[src/rtl/alu_ctrl_pkg.sv]
// Shared types and constants for the ALU control decoder.
// The ALU_CTRL_ILLEGAL_EN build option is handled in the decoder files; nothing here depends on it.
package alu_ctrl_pkg;

    localparam int ALUC_BITS = 5;

    typedef enum logic [2:0] {
        ALUOP_RTYPE  = 3'b000,
        ALUOP_ITYPE  = 3'b001,
        ALUOP_BRANCH = 3'b010,
        ALUOP_JUMP   = 3'b011,
        ALUOP_LDST   = 3'b100,
        ALUOP_LUI    = 3'b101,
        ALUOP_AUIPC  = 3'b110,
        ALUOP_RSVD   = 3'b111
    } aluop_e;

    localparam logic [ALUC_BITS-1:0] ALUC_ADD      = 5'b00000;
    localparam logic [ALUC_BITS-1:0] ALUC_PASS_B   = 5'b10010;
    localparam logic [ALUC_BITS-1:0] ALUC_PASS_PC4 = 5'b11111;

    localparam logic [1:0] ALUC_BRANCH_PFX = 2'b10;

    localparam logic [2:0] F3_ADD_SUB = 3'b000;
    localparam logic [2:0] F3_SRL_SRA = 3'b101;
    localparam logic [2:0] F3_RSV_BR0 = 3'b010;
    localparam logic [2:0] F3_RSV_BR1 = 3'b011;

    // Arithmetic codes follow the ALU's {funct7b5, funct3} map.
    function automatic logic [ALUC_BITS-1:0] arith_code(input logic f7b5, input logic [2:0] f3);
        return {1'b0, f7b5, f3};
    endfunction

    function automatic logic [ALUC_BITS-1:0] branch_code(input logic [2:0] f3);
        return {ALUC_BRANCH_PFX, f3};
    endfunction

endpackage

[src/rtl/alu_ctrl_decode.sv]
// Combinational aluop/funct -> ALU operation code table.
// With ALU_CTRL_ILLEGAL_EN defined, also flags illegal aluop/funct combinations.
module alu_ctrl_decode
    import alu_ctrl_pkg::*;
(
    input  logic [2:0]           aluop_i,
    input  logic [2:0]           func3_i,
    input  logic                 func7_i,
`ifdef ALU_CTRL_ILLEGAL_EN
    output logic                 illegal_o,
`endif
    output logic [ALUC_BITS-1:0] aluc_o
);

    // Unused funct fields are never touched, so X on them cannot reach aluc_o.
    always_comb begin
        aluc_o = ALUC_ADD;
        case (aluop_e'(aluop_i))
            ALUOP_RTYPE: aluc_o = arith_code(func7_i, func3_i);
            ALUOP_ITYPE: begin
                if (func3_i == F3_SRL_SRA) begin
                    aluc_o = arith_code(func7_i, func3_i);
                end else begin
                    aluc_o = arith_code(1'b0, func3_i);
                end
            end
            ALUOP_BRANCH: aluc_o = branch_code(func3_i);
            ALUOP_JUMP:   aluc_o = ALUC_PASS_PC4;
            ALUOP_LDST:   aluc_o = ALUC_ADD;
            ALUOP_LUI:    aluc_o = ALUC_PASS_B;
            ALUOP_AUIPC:  aluc_o = ALUC_ADD;
            ALUOP_RSVD:   aluc_o = ALUC_ADD;
            default:      aluc_o = ALUC_ADD;
        endcase
    end

`ifdef ALU_CTRL_ILLEGAL_EN
    // Reserved class, funct7b5 on R-type ops other than ADD/SUB or SRL/SRA, and undefined branch funct3 codes.
    always_comb begin
        illegal_o = 1'b0;
        case (aluop_e'(aluop_i))
            ALUOP_RTYPE: begin
                if (func7_i && (func3_i != F3_ADD_SUB) && (func3_i != F3_SRL_SRA)) begin
                    illegal_o = 1'b1;
                end else begin
                    illegal_o = 1'b0;
                end
            end
            ALUOP_BRANCH: begin
                if ((func3_i == F3_RSV_BR0) || (func3_i == F3_RSV_BR1)) begin
                    illegal_o = 1'b1;
                end else begin
                    illegal_o = 1'b0;
                end
            end
            ALUOP_RSVD: illegal_o = 1'b1;
            default:    illegal_o = 1'b0;
        endcase
    end
`endif

endmodule

[src/rtl/alu_ctrl_decoder.sv]
// ALU control decoder: combinational decode table followed by one output register.
// Defining ALU_CTRL_ILLEGAL_EN adds the registered illegal_o flag.
module alu_ctrl_decoder
    import alu_ctrl_pkg::*;
#(
    parameter int ALUC_W = ALUC_BITS
) (
    input  logic              clk_i,
    input  logic              rst_ni,
    input  logic [2:0]        aluop_i,
    input  logic [2:0]        func3_i,
    input  logic              func7_i,
`ifdef ALU_CTRL_ILLEGAL_EN
    output logic              illegal_o,
`endif
    output logic [ALUC_W-1:0] aluc_o
);

    logic [ALUC_W-1:0] w_aluc;
    logic [ALUC_W-1:0] r_aluc;

`ifdef ALU_CTRL_ILLEGAL_EN
    logic w_illegal;
    logic r_illegal;
`endif

    alu_ctrl_decode u_decode (
        .aluop_i   (aluop_i),
        .func3_i   (func3_i),
        .func7_i   (func7_i),
`ifdef ALU_CTRL_ILLEGAL_EN
        .illegal_o (w_illegal),
`endif
        .aluc_o    (w_aluc)
    );

    // Output register; reset value is the ADD code.
    always_ff @(posedge clk_i or negedge rst_ni) begin
        if (!rst_ni) begin
            r_aluc <= ALUC_ADD;
        end else begin
            r_aluc <= w_aluc;
        end
    end

    assign aluc_o = r_aluc;

`ifdef ALU_CTRL_ILLEGAL_EN
    // Illegal flag register, aligned with aluc_o.
    always_ff @(posedge clk_i or negedge rst_ni) begin
        if (!rst_ni) begin
            r_illegal <= 1'b0;
        end else begin
            r_illegal <= w_illegal;
        end
    end

    assign illegal_o = r_illegal;
`endif

endmodule

[config.mk]
export PLATFORM = sky130hd
export DESIGN_NAME = alu_ctrl_decoder
export DESIGN_NICKNAME = d
export VERILOG_FILES = /design/src/rtl/alu_ctrl_pkg.sv /design/src/rtl/alu_ctrl_decode.sv /design/src/rtl/alu_ctrl_decoder.sv
export SDC_FILE = /design/constraint.sdc
export NUM_CORES = 1
export LEC_CHECK = 0
export ABC_AREA = 1
export CORE_AREA = 8 8 45 47
export CTS_CLUSTER_SIZE = 8
export DETAILED_ROUTE_END_ITERATION = 8
export DIE_AREA = 0 0 53 55
export PLACE_DENSITY_LB_ADDON = 0.08
export SLEW_MARGIN = 20
export SYNTH_ARGS = -nofsm -noshare
export SYNTH_HDL_FRONTEND = slang
export SYNTH_SLANG_ARGS = --single-unit
[constraint.sdc]
create_clock -name clk_i -period 0.8 [get_ports clk_i]
set_input_delay 0.16 -clock clk_i [delete_from_list [all_inputs] [get_ports clk_i]]
set_output_delay 0.16 -clock clk_i [all_outputs]
set_load 0.03 [all_outputs]
==> impl_metrics.yaml, run 1 <==
floorplan:
  die-area_um2: 2920
  num_rows: 14
  start_util_pct: 15.5
  die_h_um: 55
  die_w_um: 53
  core_area_um2: 1380
  ios: 14
global_route:
  grt_usage_pct: 4.67
  antenna_found_initial: 0
  grt_pass1_vias: 203
  grt_first_pass_wirelength_um: 814
  grt_overflow_total: 0
  grt_max_degree: 6
timing:
  fin_crit_sh_pct: 112
  maxSlewViolCount: 0
  setup_ws_ns: -0.0994
  post-route-min-period_ns: 0.899
  worstMarginPinSlew_ns: 0.211
  maxSlewHeadroom_pct: 85.9
  hold_viol: 0
  max_freq_mhz: 1110
  setup_violations: 5
  rsz0062_at_grt: "true"
run:
  drv_cap: 0
finish:
  largest_reg_flops: 5
  fill_cells: 154
  finalNetCount: 54
  n_antenna_cell: 0
  area_growth_pct: 87.7
  drive_gt1_share_pct: 22.7
  stdcell_area_um2: 402
  final_cells: 60
yosys:
  async_flop_share_pct: 100
  syn-num-nets: 36
  yosysMostFrequentCell: "nand2_1"
  synth_edf_count: 0
  synth_area_leaders: "dfrtp_1 (58%), nand2_1 (21%), nand3_1 (7.0%), inv_1 (7.0%), and2_1 (2.9%)"
  avgSynthCellArea_um2: 7.92
  netlist_top_cells_count: "nand2_1 (12), dfrtp_1 (5), inv_1 (4)"
  yosys_warnings: 0
  synth.distinct_cells: 7
  synth_top_area_share_pct: 58.5
  synthCells: 27
  ys_seq_area_share_pct: 58.5
  syn-cell-area_um2: 214
  ys_ff_latch: 5
  yosys.area.top_type: "dfrtp_1"
  synthFlopType: "dfrtp_1"
clocking:
  cts_tree: "built"
  hold_buffers: 0
  cts_buffers: 3
  clk_pin_slew_ns: 0.04
  cts_max_path_buffers: 2
  h-tree-depth: 1
  clock-root-buffer: "clkbuf_4"
  cts_sinks: 5
critical_path:
  cp-end-kind: "primary output"
  crit_type: "flip-flop to primary output"
  start_kind: "flip-flop"
  critical_path.cell_chain: "buf_6"
  slowest_delay_ns: 0.37
  required_ns: 0.64
  cp_max_fo: 1
  arrival_ns: 0.74
  crit_family: "flip-flops"
  critPathSlowestCell: "dfrtp_1"
  crit_cells: 1
  critPathBufInv: 1
placed_design:
  gp_congestion: 0.695
  dp_cells: 56
  io_buffers: 13
  placed_area_um2: 352
  place_ws_ns: -0.283
  place_hpwl_um: 434
drt:
  postRouteAntennaNets: 0
  routed_wl_um: 504
  drt-wirelength-per-cell_um: 8.40
  drt_first_pass_iters: 4
  vias: 212
  drtIter0Drc: 4
  route.detailed.drc: 0
  viasPerCell: 3.53
status:
  status: "complete, but fails checks"
  failed_checks: "setup timing"
worst_hold_path:
  min_path_type: "primary input to async pin"
power:
  leakagePower_nw: 0.224
  pwr_density_cell_nw_per_um2: 1800
  vdd_ir_drop_max_mv: 0.412
-- power breakdown --
part           internal [mW]  leakage (nW)  switching, mW
Clock                  0.188        0.0150         0.0918
Sequential             0.273        0.0615        0.00785
Combinational         0.0793         0.147         0.0817
Total                  0.540         0.224          0.181
-- cell type report --
type / instances / area [um2] / share of cell area [%]
inverter: 5 / 18.8 / 4.67
multi-input combinational: 17 / 75.1 / 18.7
sequential: 5 / 125 / 31.2
clock buffer: 4 / 26.3 / 6.54
timing repair buffer: 13 / 136 / 34.0
tap: 16 / 20.0 / 4.98
-- cell families after synthesis --
| kind of cell | share of synthesized area, % |
|---|---|
| simple gates | 32.7 |
| buf+inv | 8.77 |
| flops | 58.5 |
-- layer usage --
layer	GRT usage [%]	routed length, um	vias up
met5	0	0	-
met1	4.31	224	80
met3	2.67	57	4
li1	-	-	113
met4	10.3	38	0
met2	4.49	184	15
-- metrics by stage --
stage	utilization (%)	hold WS (ns)	power, mW	setup TNS (ns)
after floorplan	-	-0.136	0.350	0
after global placement	25.4	0.390	0.434	-1.16
after detailed placement	25.4	0.390	0.435	-1.23
after CTS	28.5	0.132	0.740	-0.546
after global routing	29.0	0.140	0.785	-0.643
final	29.0	0.137	0.721	-0.475
-- path summary, 6_finish.rpt --
| check | startpoint | endpoint |
|---|---|---|
| setup / recovery | aluc_o[0] | aluc_o[0] |
| hold / removal | rst_ni | aluc_o[3] |
| max in group asynchronous | rst_ni | aluc_o[4] |
| min in group clk_i | aluop_i[0] | aluc_o[3] |
-- timing repair --
| item | 4_1_cts | 5_1_grt |
|---|---|---|
| endpoints found under the setup margin | 7 | 7 |
| cloned | 0 | 0 |
| resized for setup | 7 | 2 |
| setup buffers | 0 | 0 |
-- placed cells by master, fill, tap and decap left out --
| cell type | n |
|---|---|
| nand2_1 | 12 |
| dfrtp_1 | 5 |
| clkdlybuf4s50_1 | 5 |
| buf_6 | 5 |
| inv_1 | 4 |
| clkbuf_4 | 3 |
| nand3_1 | 2 |
| dlygate4sd2_1 | 2 |
| inv_2 | 1 |
| and2_1 | 1 |
| nand3_2 | 1 |
| nor2_1 | 1 |
| clkbuf_1 | 1 |
| dlymetal6s2s_1 | 1 |
Power figures use the tool's default switching activity.
==> run 2, diff against run 1 <==
- CTS_CLUSTER_DIAMETER: default -> 30
==> results of run 2 <==
The final DEF is identical to that of run 1; final timing and power are the same.
==> run 3, diff against run 2 <==
- MAX_ROUTING_LAYER: default -> met4
- clock period: 0.8 -> 0.85 ns (I/O delays scaled with it)
==> impl_metrics.yaml, run 3 (synthesis gave the netlist of run 1 again) <==
power:
  vdd_ir_drop_max_mv: 0.405
  leakagePower_nw: 0.229
  finalPower_mw: 0.679
  pwr_density_cell_nw_per_um2: 1690
drt:
  vias: 211
  drt_first_pass_iters: 4
  drt-wirelength-per-cell_um: 8.63
  viasPerCell: 3.52
  route.detailed.drc: 0
  postRouteAntennaNets: 0
  routed_wl_um: 518
  drtIter0Drc: 7
floorplan:
  die-area_um2: 2920
  ios: 14
  start_util_pct: 15.5
  num_rows: 14
  die_w_um: 53
  die_h_um: 55
  core_area_um2: 1380
critical_path:
  required_ns: 0.68
  crit_family: "flip-flops"
  start_kind: "flip-flop"
  arrival_ns: 0.74
  cp_max_fo: 1
  slowest_delay_ns: 0.37
  cp-end-kind: "primary output"
  critPathBufInv: 1
  critPathSlowestCell: "dfrtp_1"
  critical_path.cell_chain: "buf_6"
  crit_type: "flip-flop to primary output"
clocking:
  cts_max_path_buffers: 2
  cts_tree: "built"
  clk_pin_slew_ns: 0.04
  post_cts_buffers: 0
  cts_buffers: 3
  hold_buffers: 0
  h-tree-depth: 1
  clock-root-buffer: "clkbuf_4"
  cts_sinks: 5
finish:
  layout_common_cells: "nand2_1 (12), clkdlybuf4s50_1 (6), dfrtp_1 (5), buf_6 (5), inv_1 (4)"
  drive_gt1_share_pct: 20.5
  finalNetCount: 54
  layout_commonest_cell: "nand2_1"
  stdcell_area_um2: 402
  largest_reg_flops: 5
  final_cells: 60
  fill_cells: 151
  area_growth_pct: 87.7
  n_antenna_cell: 0
status:
  status: "complete, but fails checks"
  failed_checks: "setup timing"
global_route:
  top_usage_layer: "met4"
  grt_max_degree: 6
  use_met3_pct: 2.67
  grt_overflow_total: 0
  grt_pass1_vias: 223
  use_met2_pct: 5.27
  grt_usage_pct: 4.97
  grt_first_pass_wirelength_um: 890
  antenna_found_initial: 0
  grt.met1_usage_pct: 4.61
timing:
  maxSlewViolCount: 0
  maxSlewHeadroom_pct: 85.8
  fin_crit_sh_pct: 107
  setup_violations: 5
  post-route-min-period_ns: 0.909
  max_freq_mhz: 1100
  worstMarginPinSlew_ns: 0.212
  rsz0062_at_grt: "true"
  setup_ws_ns: -0.0592
  hold_viol: 0
placed_design:
  dp_cells: 56
  gp_congestion: 0.724
  place_ws_ns: -0.245
  io_buffers: 13
  placed_area_um2: 352
run:
  drv_cap: 0
worst_hold_path:
  min_path_type: "primary input to async pin"
[run 3: worst paths after layout]
kind	from	endpoint	depth (start not counted)	slack (ns)
max in group asynchronous	rst_ni	aluc_o[0]	1	0.52
hold / removal	rst_ni	aluc_o[4]	1	0.15
min in group clk_i	aluop_i[2]	aluc_o[0]	4	0.26
setup / recovery	aluc_o[4]	aluc_o[4]	1	-0.06
[run 3: cell type report]
| cell class | instances | area [um2] | area share [%] |
|---|---|---|---|
| Inverter | 5 | 18.8 | 4.67 |
| Tap cell | 16 | 20.0 | 4.98 |
| Sequential cell | 5 | 125 | 31.2 |
| Multi-Input combinational cell | 17 | 70.1 | 17.4 |
| Clock buffer | 4 | 26.3 | 6.54 |
| Timing Repair Buffer | 13 | 141 | 35.2 |
[run 3: metal layers]
layer / up-vias / wire length (um)
met4: 0 / 0
met3: 0 / 50
met2: 13 / 216
met5: - / 0
li1: 112 / -
met1: 86 / 251
[run 3: metrics by stage]
step,util [%],hold slack [ns],setup TNS (ns)
2_1_floorplan,-,-0.126,0
3_3_place_gp,25.4,0.401,-0.975
3_5_place_dp,25.4,0.403,-1.02
4_1_cts,28.7,0.149,-0.338
5_1_grt,29.0,0.160,-0.430
6_report,29.0,0.149,-0.270
[run 3: where the power goes]
group / total [mW] / internal (mW) / switching, mW / leakage, nW
Clock: 0.261 / 0.177 / 0.0844 / 0.0150
Combinational: 0.154 / 0.0767 / 0.0768 / 0.153
Sequential: 0.264 / 0.257 / 0.00750 / 0.0615
Total: 0.679 / 0.510 / 0.169 / 0.229
[run 3: timing repair]
action | CTS | global route
gates cloned | 0 | 0
setup endpoints to repair | 5 | 8
gates resized for setup | 5 | 2
==> RTL change, RTL diff (settings of run 1) <==
Add a define of `ALU_CTRL_ILLEGAL_EN`.
--- a/src/rtl/alu_ctrl_decode.sv
+++ b/src/rtl/alu_ctrl_decode.sv
@@ -1,5 +1,7 @@
 // Combinational aluop/funct -> ALU operation code table.
 // With ALU_CTRL_ILLEGAL_EN defined, also flags illegal aluop/funct combinations.
+`define ALU_CTRL_ILLEGAL_EN
+
 module alu_ctrl_decode
     import alu_ctrl_pkg::*;
 (
Check against the original RTL (old outputs only; new: illegal_o): equivalent (Yosys induction, for registers that start in step).
==> RTL change against run 1 <==
  * The run still ends with setup timing left
  * Die area is the same
  * Worst setup slack gained 2.9 ps
  * Synthesized area grew 36%
  * Via count grew 38%
  * Design area grew 24%
  * Sequential cell count grew 1
  * Total power grew 10%
  * Routed wire length grew 47%
==> RTL change: results (changes against run 1) <==
[yosys]
synth_common_cells = nand2_1, dfrtp_1, inv_1  ; unchanged
synth_area_leaders = dfrtp_1, nand2_1, nand4_1  ; was dfrtp_1, nand2_1, nand3_1
synth_nets = 43  ; was 36
async_flop_share_pct = 100  ; unchanged
yosysUniqueCellTypes = 13  ; was 7
yosysSeqAreaShare_pct = 51.5  ; was 58.5%

[final_layout]
drive_above_1_share_pct = 28.3  ; was 22.7%
nNetsFinal = 64  ; was 54

[routing]
avgViaCountPerCell = 4.23  ; was 3.53
drt_iter0_drc = 3  ; was 4

[grt]
grt_pass1_vias = 306  ; was 203
grt_util_all_layers_pct = 5.65  ; was 4.67%
grt_pass1_wl_mm = 1.15  ; was 814 µm
grt_max_degree = 7  ; was 6

[outcome]
violations = setup timing  ; unchanged
status = finished, violations left  ; unchanged

[sta]
setup_viol = 6  ; was 5
tightest_slew_ps = 261  ; was 211 ps
timing.hold.ws_ps = 160  ; was 137 ps
timing.final.ws_setup_ps = -96.5  ; was -99.4 ps

[setup_path]
cp_top_family = flip-flops  ; unchanged
critPathMaxStageDelay_ps = 370  ; about the same
critical_path_arrival_ps = 740  ; about the same

[placed_design]
place_congestion = 0.714  ; was 0.695
port_buffers = 14  ; was 13

[power_and_ir_drop]
ir_drop_uv = 434  ; was 412 µV

## RTL change: cell type report
class                      count  area (µm²)
clock buffer                   3        22.5
fill                         139         887
tap                           16        20.0
multi-input combinational     22         124
inverter                       6        22.5
sequential                     6         150
timing repair buffer          16         158
## RTL change: what timing repair did
item | in CTS | in global routing
setup endpoints to repair | 12 | 8
gates resized for setup | 14 | 1
pin swaps | 0 | 1
buffers inserted | 0 | 0
## RTL change: per-stage QoR
stage               setup WS [ps]  cells  utilization (%)  TNS, ps  cell area (µm²)
floorplan                     173     34                -        0              292
global placement             -404     66             32.6    -2090              452
detailed placement           -432     66             32.6    -2190              452
CTS                          -111     69             35.7     -629              494
global route                 -138     69             35.9     -788              497
finish                      -96.5     69             35.9     -553              497
## RTL change: how the worst max path moves through the flow
stage           endpoint  slack [ps]  depth (start not counted)
3_3_place_gp   aluc_o[3]        -400                          5
6_report       aluc_o[2]        -100                          1
3_5_place_dp   aluc_o[3]        -430                          5
5_1_grt        aluc_o[2]        -140                          1
4_1_cts        aluc_o[2]        -110                          1
2_1_floorplan  aluc_o[0]         170                          0
## RTL change: power breakdown
part | total, mW | switching (mW) | internal, mW
clock network | 0.254 | 0.0859 | 0.168
logic | 0.205 | 0.115 | 0.0902
registers | 0.337 | 0.00947 | 0.327
total | 0.796 | 0.210 | 0.585
## RTL change: cells by family (layout without fill, tap and decap cells)
kind of cell,count (synthesis),count (layout),synth area share (%)
buf+inv,6,25,7.72
simple gates,17,17,30.5
compound gates,5,5,10.3
flops,6,6,51.5
## RTL change: metal layers
layer	track usage, %	part of all wire [%]	vias to the layer above
met1	5.69	43	124
met5	0	0	-
met2	7.62	43	15
met4	6.47	1.1	0
li1	-	-	151
met3	3.21	13	2
